**config.mk**
```make
export PLATFORM = sky130hd
export DESIGN_NAME = instr_fetch_unit_flat
export DESIGN_NICKNAME = d
export VERILOG_FILES = /design/src/rtl/instr_fetch_unit_if.sv /design/src/rtl/instr_fetch_unit.sv /design/src/flat_wrapper.sv
export SDC_FILE = /design/constraint.sdc
export NUM_CORES = 1
export LEC_CHECK = 0
export CAP_MARGIN = 20
export CORE_MARGIN = 3
export CORE_UTILIZATION = 40
export DETAILED_ROUTE_END_ITERATION = 12
export HOLD_SLACK_MARGIN = 0.06
export SYNTH_ARGS = -nofsm -noshare
export SYNTH_HDL_FRONTEND = slang
export SYNTH_SLANG_ARGS = --single-unit
```
**constraint.sdc**
```tcl
create_clock -name clock -period 17.96 [get_ports clock]
set_input_delay 1.796 -clock clock [delete_from_list [all_inputs] [get_ports clock]]
set_output_delay 1.796 -clock clock [all_outputs]
set_load 0.05 [all_outputs]
```
**src/rtl/instr_fetch_unit_if.sv**
```systemverilog
// ----------------------------------------------------------------------------
// instr_fetch_unit_if
// Bundles the instruction-memory read port, the fetch->datapath handshake and
// the redirect inputs of the fetch unit.
//   imem_req/imem_addr/imem_ready  : in-order read request channel
//   imem_rvalid/imem_rdata         : read response (in order, no backpressure)
//   instr_valid/instruction/instr_pc/instr_ready : word presented to datapath
//   redir_pc/branch_taken/branch_imm/jump/jump_target : redirect request
// master = fetch unit side, slave = memory/datapath side.
// ----------------------------------------------------------------------------
interface instr_fetch_unit_if;
    logic        imem_req;
    logic [31:0] imem_addr;
    logic        imem_ready;
    logic        imem_rvalid;
    logic [31:0] imem_rdata;
    logic        instr_valid;
    logic [31:0] instruction;
    logic [31:0] instr_pc;
    logic        instr_ready;
    logic [31:0] redir_pc;
    logic        branch_taken;
    logic [15:0] branch_imm;
    logic        jump;
    logic [25:0] jump_target;

    modport master (
        output imem_req, imem_addr, instr_valid, instruction, instr_pc,
        input  imem_ready, imem_rvalid, imem_rdata, instr_ready,
               redir_pc, branch_taken, branch_imm, jump, jump_target
    );

    modport slave (
        input  imem_req, imem_addr, instr_valid, instruction, instr_pc,
        output imem_ready, imem_rvalid, imem_rdata, instr_ready,
               redir_pc, branch_taken, branch_imm, jump, jump_target
    );
endinterface

```
**src/rtl/instr_fetch_unit.sv**
```systemverilog
// ----------------------------------------------------------------------------
// instr_fetch_unit
// Fetch stage feeding a single-cycle MIPS datapath. Owns the PC, issues
// in-order reads to instruction memory, buffers returned words in a small
// FIFO and presents {instruction, pc} with a valid/ready handshake. Branch
// and jump redirects flush wrong-path words and restart fetch at the target.
// Ports:
//   clock   : single rising-edge clock
//   reset_n : synchronous active-low reset
//   bus     : instr_fetch_unit_if.master (memory, datapath, redirect signals)
// ----------------------------------------------------------------------------
module instr_fetch_unit #(
    parameter logic [31:0] RESET_PC   = 32'h0000_0000,
    parameter int unsigned FIFO_DEPTH = 2
) (
    input  logic               clock,
    input  logic               reset_n,
    instr_fetch_unit_if.master bus
);
    localparam int unsigned PW = (FIFO_DEPTH > 1) ? $clog2(FIFO_DEPTH) : 1;
    localparam int unsigned CW = $clog2(FIFO_DEPTH + 1);

    logic          r_active;
    logic [31:0]   r_fetch_pc;
    logic [CW-1:0] r_outstanding;
    logic [CW-1:0] r_drop_cnt;
    logic [CW-1:0] r_count;
    logic [PW-1:0] r_rd_ptr, r_wr_ptr;
    logic [PW-1:0] r_aq_rd, r_aq_wr;
    logic [31:0]   r_fifo_instr [FIFO_DEPTH];
    logic [31:0]   r_fifo_pc    [FIFO_DEPTH];
    logic [31:0]   r_aq_pc      [FIFO_DEPTH];

    logic          w_redirect;
    logic [31:0]   w_base;
    logic [31:0]   w_br_off;
    logic [31:0]   w_target;
    logic          w_pop;
    logic          w_push;
    logic          w_drop;
    logic          w_req;
    logic          w_issue;
    logic [CW:0]   w_used;

    function automatic logic [PW-1:0] f_inc(input logic [PW-1:0] p);
        return (p == PW'(FIFO_DEPTH - 1)) ? '0 : p + PW'(1);
    endfunction

    // Redirect target; jump wins when both are asserted.
    assign w_redirect = bus.jump || bus.branch_taken;
    assign w_base     = bus.redir_pc + 32'd4;
    assign w_br_off   = {{14{bus.branch_imm[15]}}, bus.branch_imm, 2'b00};
    assign w_target   = bus.jump ? {w_base[31:28], bus.jump_target, 2'b00}
                                 : w_base + w_br_off;

    assign w_pop  = (r_count != '0) && bus.instr_ready;
    assign w_drop = bus.imem_rvalid && (r_drop_cnt != '0);
    assign w_push = bus.imem_rvalid && !w_drop && !w_redirect;

    // Credit counts a same-cycle pop as a freed slot so a one-cycle memory
    // sustains one word per cycle with a two-entry buffer.
    assign w_used  = {1'b0, r_outstanding} + {1'b0, r_count} - (CW+1)'(w_pop);
    assign w_req   = r_active && !w_redirect && (w_used < (CW+1)'(FIFO_DEPTH));
    assign w_issue = w_req && bus.imem_ready;

    assign bus.imem_req    = w_req;
    assign bus.imem_addr   = r_fetch_pc;
    assign bus.instr_valid = (r_count != '0);
    assign bus.instruction = r_fifo_instr[r_rd_ptr];
    assign bus.instr_pc    = r_fifo_pc[r_rd_ptr];

    always_ff @(posedge clock) begin
        if (!reset_n) begin
            r_active      <= 1'b0;
            r_fetch_pc    <= RESET_PC;
            r_outstanding <= '0;
            r_drop_cnt    <= '0;
            r_count       <= '0;
            r_rd_ptr      <= '0;
            r_wr_ptr      <= '0;
            r_aq_rd       <= '0;
            r_aq_wr       <= '0;
            for (int unsigned i = 0; i < FIFO_DEPTH; i++) begin
                r_fifo_instr[i] <= '0;
                r_fifo_pc[i]    <= '0;
                r_aq_pc[i]      <= '0;
            end
        end else begin
            r_active <= 1'b1;

            if (w_issue && !bus.imem_rvalid)
                r_outstanding <= r_outstanding + CW'(1);
            else if (!w_issue && bus.imem_rvalid)
                r_outstanding <= r_outstanding - CW'(1);

            // Address queue tracks every outstanding request, dropped or not,
            // so it always pairs each response with its issue address.
            if (w_issue) begin
                r_aq_pc[r_aq_wr] <= r_fetch_pc;
                r_aq_wr          <= f_inc(r_aq_wr);
                r_fetch_pc       <= r_fetch_pc + 32'd4;
            end
            if (bus.imem_rvalid)
                r_aq_rd <= f_inc(r_aq_rd);

            if (w_redirect) begin
                // Every response still pending after this edge is wrong-path.
                r_fetch_pc <= w_target;
                r_drop_cnt <= r_outstanding - CW'(bus.imem_rvalid);
                r_count    <= '0;
                r_rd_ptr   <= '0;
                r_wr_ptr   <= '0;
            end else begin
                if (w_drop)
                    r_drop_cnt <= r_drop_cnt - CW'(1);
                if (w_push) begin
                    r_fifo_instr[r_wr_ptr] <= bus.imem_rdata;
                    r_fifo_pc[r_wr_ptr]    <= r_aq_pc[r_aq_rd];
                    r_wr_ptr               <= f_inc(r_wr_ptr);
                end
                if (w_pop)
                    r_rd_ptr <= f_inc(r_rd_ptr);
                case ({w_push, w_pop})
                    2'b10:   r_count <= r_count + CW'(1);
                    2'b01:   r_count <= r_count - CW'(1);
                    default: ;
                endcase
            end
        end
    end
endmodule
```
**src/flat_wrapper.sv**
```systemverilog
// flat-port wrapper written by rule: the top's interface ports become plain ports
module instr_fetch_unit_flat 
#(
    parameter logic [31:0] RESET_PC   = 32'h0000_0000,
    parameter int unsigned FIFO_DEPTH = 2
)
  (clock, reset_n, bus_imem_req, bus_imem_addr, bus_instr_valid, bus_instruction, bus_instr_pc, bus_imem_ready, bus_imem_rvalid, bus_imem_rdata, bus_instr_ready, bus_redir_pc, bus_branch_taken, bus_branch_imm, bus_jump, bus_jump_target);
  instr_fetch_unit_if bus_i ();
  input  logic clock;
  input  logic reset_n;
  output wire logic [$bits(bus_i.imem_req)-1:0] bus_imem_req;
  output wire logic [$bits(bus_i.imem_addr)-1:0] bus_imem_addr;
  output wire logic [$bits(bus_i.instr_valid)-1:0] bus_instr_valid;
  output wire logic [$bits(bus_i.instruction)-1:0] bus_instruction;
  output wire logic [$bits(bus_i.instr_pc)-1:0] bus_instr_pc;
  input wire logic [$bits(bus_i.imem_ready)-1:0] bus_imem_ready;
  input wire logic [$bits(bus_i.imem_rvalid)-1:0] bus_imem_rvalid;
  input wire logic [$bits(bus_i.imem_rdata)-1:0] bus_imem_rdata;
  input wire logic [$bits(bus_i.instr_ready)-1:0] bus_instr_ready;
  input wire logic [$bits(bus_i.redir_pc)-1:0] bus_redir_pc;
  input wire logic [$bits(bus_i.branch_taken)-1:0] bus_branch_taken;
  input wire logic [$bits(bus_i.branch_imm)-1:0] bus_branch_imm;
  input wire logic [$bits(bus_i.jump)-1:0] bus_jump;
  input wire logic [$bits(bus_i.jump_target)-1:0] bus_jump_target;
  assign bus_imem_req = bus_i.imem_req;
  assign bus_imem_addr = bus_i.imem_addr;
  assign bus_instr_valid = bus_i.instr_valid;
  assign bus_instruction = bus_i.instruction;
  assign bus_instr_pc = bus_i.instr_pc;
  assign bus_i.imem_ready = bus_imem_ready;
  assign bus_i.imem_rvalid = bus_imem_rvalid;
  assign bus_i.imem_rdata = bus_imem_rdata;
  assign bus_i.instr_ready = bus_instr_ready;
  assign bus_i.redir_pc = bus_redir_pc;
  assign bus_i.branch_taken = bus_branch_taken;
  assign bus_i.branch_imm = bus_branch_imm;
  assign bus_i.jump = bus_jump;
  assign bus_i.jump_target = bus_jump_target;
  instr_fetch_unit #(.RESET_PC(RESET_PC), .FIFO_DEPTH(FIFO_DEPTH)) u_core (.clock(clock), .reset_n(reset_n), .bus(bus_i));
endmodule
```
=== Yosys cells after proc, flatten, opt, wreduce, memory -nomap -nowiden ===
Memory sizes are Yosys's and may differ from the RTL's. A register that Yosys moved wholly into a read port is not among the register bits.
Index checks and enable logic that the tools add are counted.

* Add/subtract/negate cells: 15
* Magnitude comparators: 1
* Equal/unequal tests: 2
* Mux-type cells: 36
* Bitwise logic cells: 1
* Reductions and logical operators: 24

{| class="wikitable"
|+ Operators with widths
! kind !! count
|-
| 32-bit two-way mux || 6
|-
| 32-bit OR reduction || 3
|-
| 32-bit by 3-bit adder with 32-bit output (second input constant) || 2
|-
| 32-bit adder || 1
|-
| 1-bit two-way mux || 25
|-
| 2-bit nonzero test || 6
|-
| 1-bit logical AND || 9
|-
| 2-bit two-way mux || 4
|-
| 2-bit by 1-bit subtractor with 2-bit output (second input constant) || 3
|-
| 1-bit adder (second input constant) || 4
|-
| 2-bit by 1-bit adder with 2-bit output (second input constant) || 2
|-
| 1-bit logical NOT || 4
|-
| 2-bit one-hot mux with 2 select lines || 1
|-
| 2-bit by 2-bit adder with 3-bit output || 1
|-
| 3-bit by 2-bit < comparator with 1-bit output (second input constant) || 1
|-
| 3-bit by 1-bit subtractor with 3-bit output || 1
|-
| 2-bit by 1-bit equality test with 1-bit output (second input constant) || 1
|-
| 2-bit equality test (second input constant) || 1
|-
| 2-bit OR reduction || 1
|-
| 2-bit by 1-bit subtractor with 2-bit output || 1
|-
| 1-bit logical OR || 1
|-
| 1-bit NOT || 1
|}

* Flip-flop bits (word level): 43
* Memory bits (writable): 192
* Output and inout port bits: 98
* Memories: 3

{| class="wikitable"
|+ Memory list
! memory !! depth !! bits a word !! rd ports !! clocked after Yosys merged registers in !! wr ports !! RTL line !! RTL
|-
| u_core.r_aq_pc || 2 || 32 || 1 || 1 || 2 || instr_fetch_unit.sv:32 || <nowiki>logic [31:0] r_aq_pc [FIFO_DEPTH];</nowiki>
|-
| u_core.r_fifo_instr || 2 || 32 || 1 || 1 || 2 || instr_fetch_unit.sv:30 || <nowiki>logic [31:0] r_fifo_instr [FIFO_DEPTH];</nowiki>
|-
| u_core.r_fifo_pc || 2 || 32 || 1 || 1 || 2 || instr_fetch_unit.sv:31 || <nowiki>logic [31:0] r_fifo_pc [FIFO_DEPTH];</nowiki>
|}

=== Logic depth before layout (Yosys ltp) ===
* Depth in word-level cells: 11
* Mapped depth: 17

=== Least setup slack after synthesis ===
OpenSTA, ideal clock, no wires.

* Path kind: input port to flip-flop
* Start point: input port bus_jump
* End point: memory u_core.r_fifo_instr[0][0] (enable)
* Library setup time: 0.574 ns
* Data arrival time: 7.173 ns
* Path slack: 10.213 ns
* Stages: 6
* Buffers on the path: 2
* Cells stage by stage: buf_2 > nor2_1 > and3_1 > clkbuf_1 > inv_1 > o21ai_0

{| class="wikitable"
|+ RTL lines
! what !! RTL line !! RTL
|-
| start, declared || flat_wrapper.sv:23 || <nowiki>input wire logic [$bits(bus_i.jump)-1:0] bus_jump;</nowiki>
|-
| end, declared || instr_fetch_unit.sv:30 ||
|}

=== Worst setup path in the final report ===
* Start point: input port bus_instr_ready
* End point: output port bus_imem_req

* Longest elaborated chain between the ends: 4

{| class="wikitable"
|+ RTL lines
! what !! RTL line !! RTL
|-
| start, declared || flat_wrapper.sv:19 || <nowiki>input wire logic [$bits(bus_i.instr_ready)-1:0] bus_instr_ready;</nowiki>
|-
| 1-bit logical AND || instr_fetch_unit.sv:56 || <nowiki>assign w_pop = (r_count != '0) && bus.instr_ready;</nowiki>
|-
| named net u_core.w_pop || instr_fetch_unit.sv:38 || <nowiki>logic w_pop;</nowiki>
|-
| 3-bit by 1-bit subtractor with 3-bit output || instr_fetch_unit.sv:62 || <nowiki>assign w_used = {1'b0, r_outstanding} + {1'b0, r_count} - (CW+1)'(w_pop);</nowiki>
|-
| 3-bit by 2-bit < comparator with 1-bit output || instr_fetch_unit.sv:63 || <nowiki>assign w_req = r_active && !w_redirect && (w_used < (CW+1)'(FIFO_DEPTH));</nowiki>
|-
| 1-bit logical AND || instr_fetch_unit.sv:63 ||
|-
| end, declared || flat_wrapper.sv:11 || <nowiki>output wire logic [$bits(bus_i.imem_req)-1:0] bus_imem_req;</nowiki>
|}

The timed path passes the listed nets, and every way through them passes these cells.

==> results.py <==
metrics = {
    "outcome": {
        "status": "finished clean",
    },
    "pwr": {
        "power_density_nw_per_um2": 83.85,
        "p_leak_uw": 0.005978,
        "ir_drop_mv": 0.05756,
    },
    "global_route": {
        "grt_max_degree": 65,
        "antenna_found_initial": 0,
        "first_global_vias": 9082,
        "grt_pass1_wl_um": 48980,
        "grt_overflow": 0,
        "grt_usage_pct": 17.80,
    },
    "floorplanning": {
        "num_rows": 65,
        "core_area_um2": 31640,
        "start_util_pct": 40.62,
        "num_io_pins": 211,
        "dieArea_um2": 34310,
        "die_x_um": 185.2,
        "die_h_um": 185.2,
    },
    "clock_network": {
        "htree_levels": 1,
        "cts_tree": "done",
        "cts.clk_slew.worst_paths_ns": 0.06,
        "ctsHoldBuffers": 0,
        "post-cts-setup-buffers": 0,
        "numClockSinks": 237,
        "cts-root-buf": "clkbuf_16",
        "numCtsBuffers": 25,
        "clockBufferDepth": 3,
        "insertion_delay_ns": 0.52,
        "cts_resized": 0,
    },
    "drt": {
        "wl_um": 31280,
        "dr.pass1.iters": 4,
        "ant_nets": 0,
        "drc_errors": 0,
        "viasPerCell": 5.201,
        "vias": 9185,
        "drtIter0Drc": 478,
        "wl_per_cell_um": 17.71,
    },
    "sta": {
        "setup_viol": 0,
        "worst_pin_slew_ns": 1.041,
        "tns_ns": 0,
        "finalMaxSlewViolations": 0,
        "timing.final.crit_share_pct": 34.90,
        "finalHoldViolCount": 0,
        "whs_ns": 0.5165,
        "rsz0062_at_grt": "false",
        "clock_skew_ns": 0.01175,
        "fin_crit_ns": 6.268,
        "max_freq_mhz": 159.5,
        "slew_headroom_pct": 30.51,
    },
    "layout": {
        "drive_gt1_share_pct": 9.604,
        "fill_cells": 2856,
        "final_nets": 1506,
        "syn_to_final_growth_pct": 24.68,
        "postLayoutCellArea_um2": 16020,
        "stdcell_count": 1766,
        "antennaDiodeCount": 0,
    },
    "setup_path": {
        "end_kind": "primary output",
        "cp_top_family": "buffers and inverters",
        "critical_path_class": "in2out",
        "cpPeakStageDelay_ns": 0.84,
        "path_max_fanout": 3,
        "cp_common_cell": "clkdlybuf4s50_1",
        "worstPathCellList": "clkdlybuf4s50_1 -> and2_1 -> ha_1 -> nand2b_1 -> fa_1 -> nand2_1 -> nor3_4 -> clkdlybuf4s50_1",
        "crit_slowest_cell": "clkdlybuf4s50_1",
        "crit_buf_inv": 2,
        "rr_worst_depth": 12,
        "crit_path_start_kind": "primary input",
        "required_ns": 16.16,
        "worst-path-stages": 8,
        "crit_arrival_ns": 4.47,
    },
    "min_path": {
        "min-delay-path-class": "reg2reg",
        "holdPathStages": 2,
    },
    "placed_design": {
        "dpl_cell_area_um2": 15320,
        "dp.cells": 1724,
        "gp_congestion": 0.8476,
        "hpwlAfterDp_um": 22230,
        "io_buffers": 210,
    },
    "synthesis": {
        "synth-simple-area-share_pct": 17.47,
        "syn_avg_cell_area_um2": 11.06,
        "synth_flop_cell": "edfxtp_1",
        "synth_top_family_by_area": "simple AND/OR/NAND/NOR gates",
        "synth-compound-area-share_pct": 10.09,
        "synthTopCellsByCount": "edfxtp_1, and2_1, nor2_1, nand2_1, mux2_2",
        "syn_inst": 1162,
        "synthAdderAreaFrac_pct": 4.401,
        "synth.top_cells.by_area": "edfxtp_1, dfxtp_1, and2_1, mux2_2, ha_1",
        "yosys_warnings": 0,
        "ys_seq_area_share_pct": 51.87,
        "synth-seq-cells": 237,
        "yosysMostFrequentCell": "edfxtp_1",
        "synthXorXnorAreaFrac_pct": 5.384,
        "yosys.area.top_type": "edfxtp_1",
        "yosysUniqueCellTypes": 72,
        "mappedNetlistArea_um2": 12850,
        "syn_nets": 1319,
        "async_flop_share_pct": 0,
        "synth_edf_count": 192,
        "netlist.area_leader.share_pct": 44.86,
        "synth.area.mux_share_pct": 8.334,
    },
    "job": {
        "cap_violations": 0,
    },
}
-- cells by family after synthesis --
| kind of cell | count (synthesis) |
|---|---|
| buffers and inverters | 80 |
| adders and majority gates | 44 |
| muxes | 99 |
| xor gates and xnor gates | 79 |
| DFF | 237 |
| and+or+nand+nor | 427 |
| AOI/OAI and AO/OA | 196 |
-- path summary, 6_finish.rpt --
path                                         from               endpoint  slack, ns
worst min register to register    u_core.r_rd_ptr        u_core.r_rd_ptr       0.52
worst max register to register  u_core.r_count[0]  u_core.r_aq_pc[1][30]      12.96
worst min-delay path              u_core.r_rd_ptr        u_core.r_rd_ptr       0.52
worst max-delay path              bus_instr_ready           bus_imem_req      11.69
-- sequential cells by signal, indices dropped and copies added (netlist names), 2 cells and up, named ones only --
register,count
u_core.bus.imem_addr,32
u_core.r_aq_pc,64
u_core.r_count,2
u_core.r_drop_cnt,2
u_core.r_fifo_instr,64
u_core.r_fifo_pc,64
u_core.r_outstanding,2
-- worst reg2reg max path: cells and delay by family, from the launching register on --
family        cells  cell delay, ns
flops             1            0.35
buf+inv           2            0.73
fa+ha+maj         2            0.80
simple gates      8            2.80
-- power by group --
part	leakage, uW	internal, uW	switching, uW	total (uW)
combinational	0.00328	104	147	251
clock	0.000337	253	199	452
sequential	0.00236	620	21.1	641
-- routing by layer --
layer	part of all wire (%)	track usage, %	vias up
met1	45	24.71	4262
met5	0	0	-
met2	46	28.84	299
met3	6.6	3.515	40
li1	-	-	4584
met4	2.1	4.322	0
-- cell type report --
type | instances | area [um^2] | share of cell area, %
Tap cell | 402 | 503.0 | 3.139
Sequential cell | 237 | 6669 | 41.62
Clock buffer | 30 | 644.4 | 4.022
Multi-Input combinational cell | 845 | 5896 | 36.80
Timing Repair Buffer | 222 | 2187 | 13.65
Inverter | 18 | 67.56 | 0.4217
Clock inverter | 12 | 56.30 | 0.3514
-- cell usage in the layout (no fill, tap or decap), drive strengths merged, types with 3 or more instances in the layout --
master         count
ha                42
nor3b              3
or3                3
nand3             32
a211o              3
nor2             109
o21bai             9
a31oi             14
nand4             19
o211a              4
o221ai             5
nand2             68
and4               5
dfxtp             45
o21ai             40
and3              16
nand2b             4
xor2              24
a211oi             8
and2             138
o31ai              6
clkdlybuf4s50    209
mux2i             35
inv               17
a22oi              3
buf               13
nor4               4
a21o              19
nor2b              3
a221oi             3
xnor2             55
a21boi             6
mux2              64
a21oi             57
nor3              14
clkbuf            30
or2                5
edfxtp           192
o211ai             3
clkinv            11
-- stage by stage --
step / setup WS (ns) / total power [uW] / util (%)
6_report: 11.69 / 1343 / 50.65
5_1_grt: 11.56 / 1404 / 50.65
4_1_cts: 11.67 / 1358 / 50.65
3_5_place_dp: 11.34 / 904.3 / 48.43
3_3_place_gp: 11.50 / 901.5 / 48.43
2_1_floorplan: 10.21 / 810.9 / -
(Power assumes the default switching activity.)
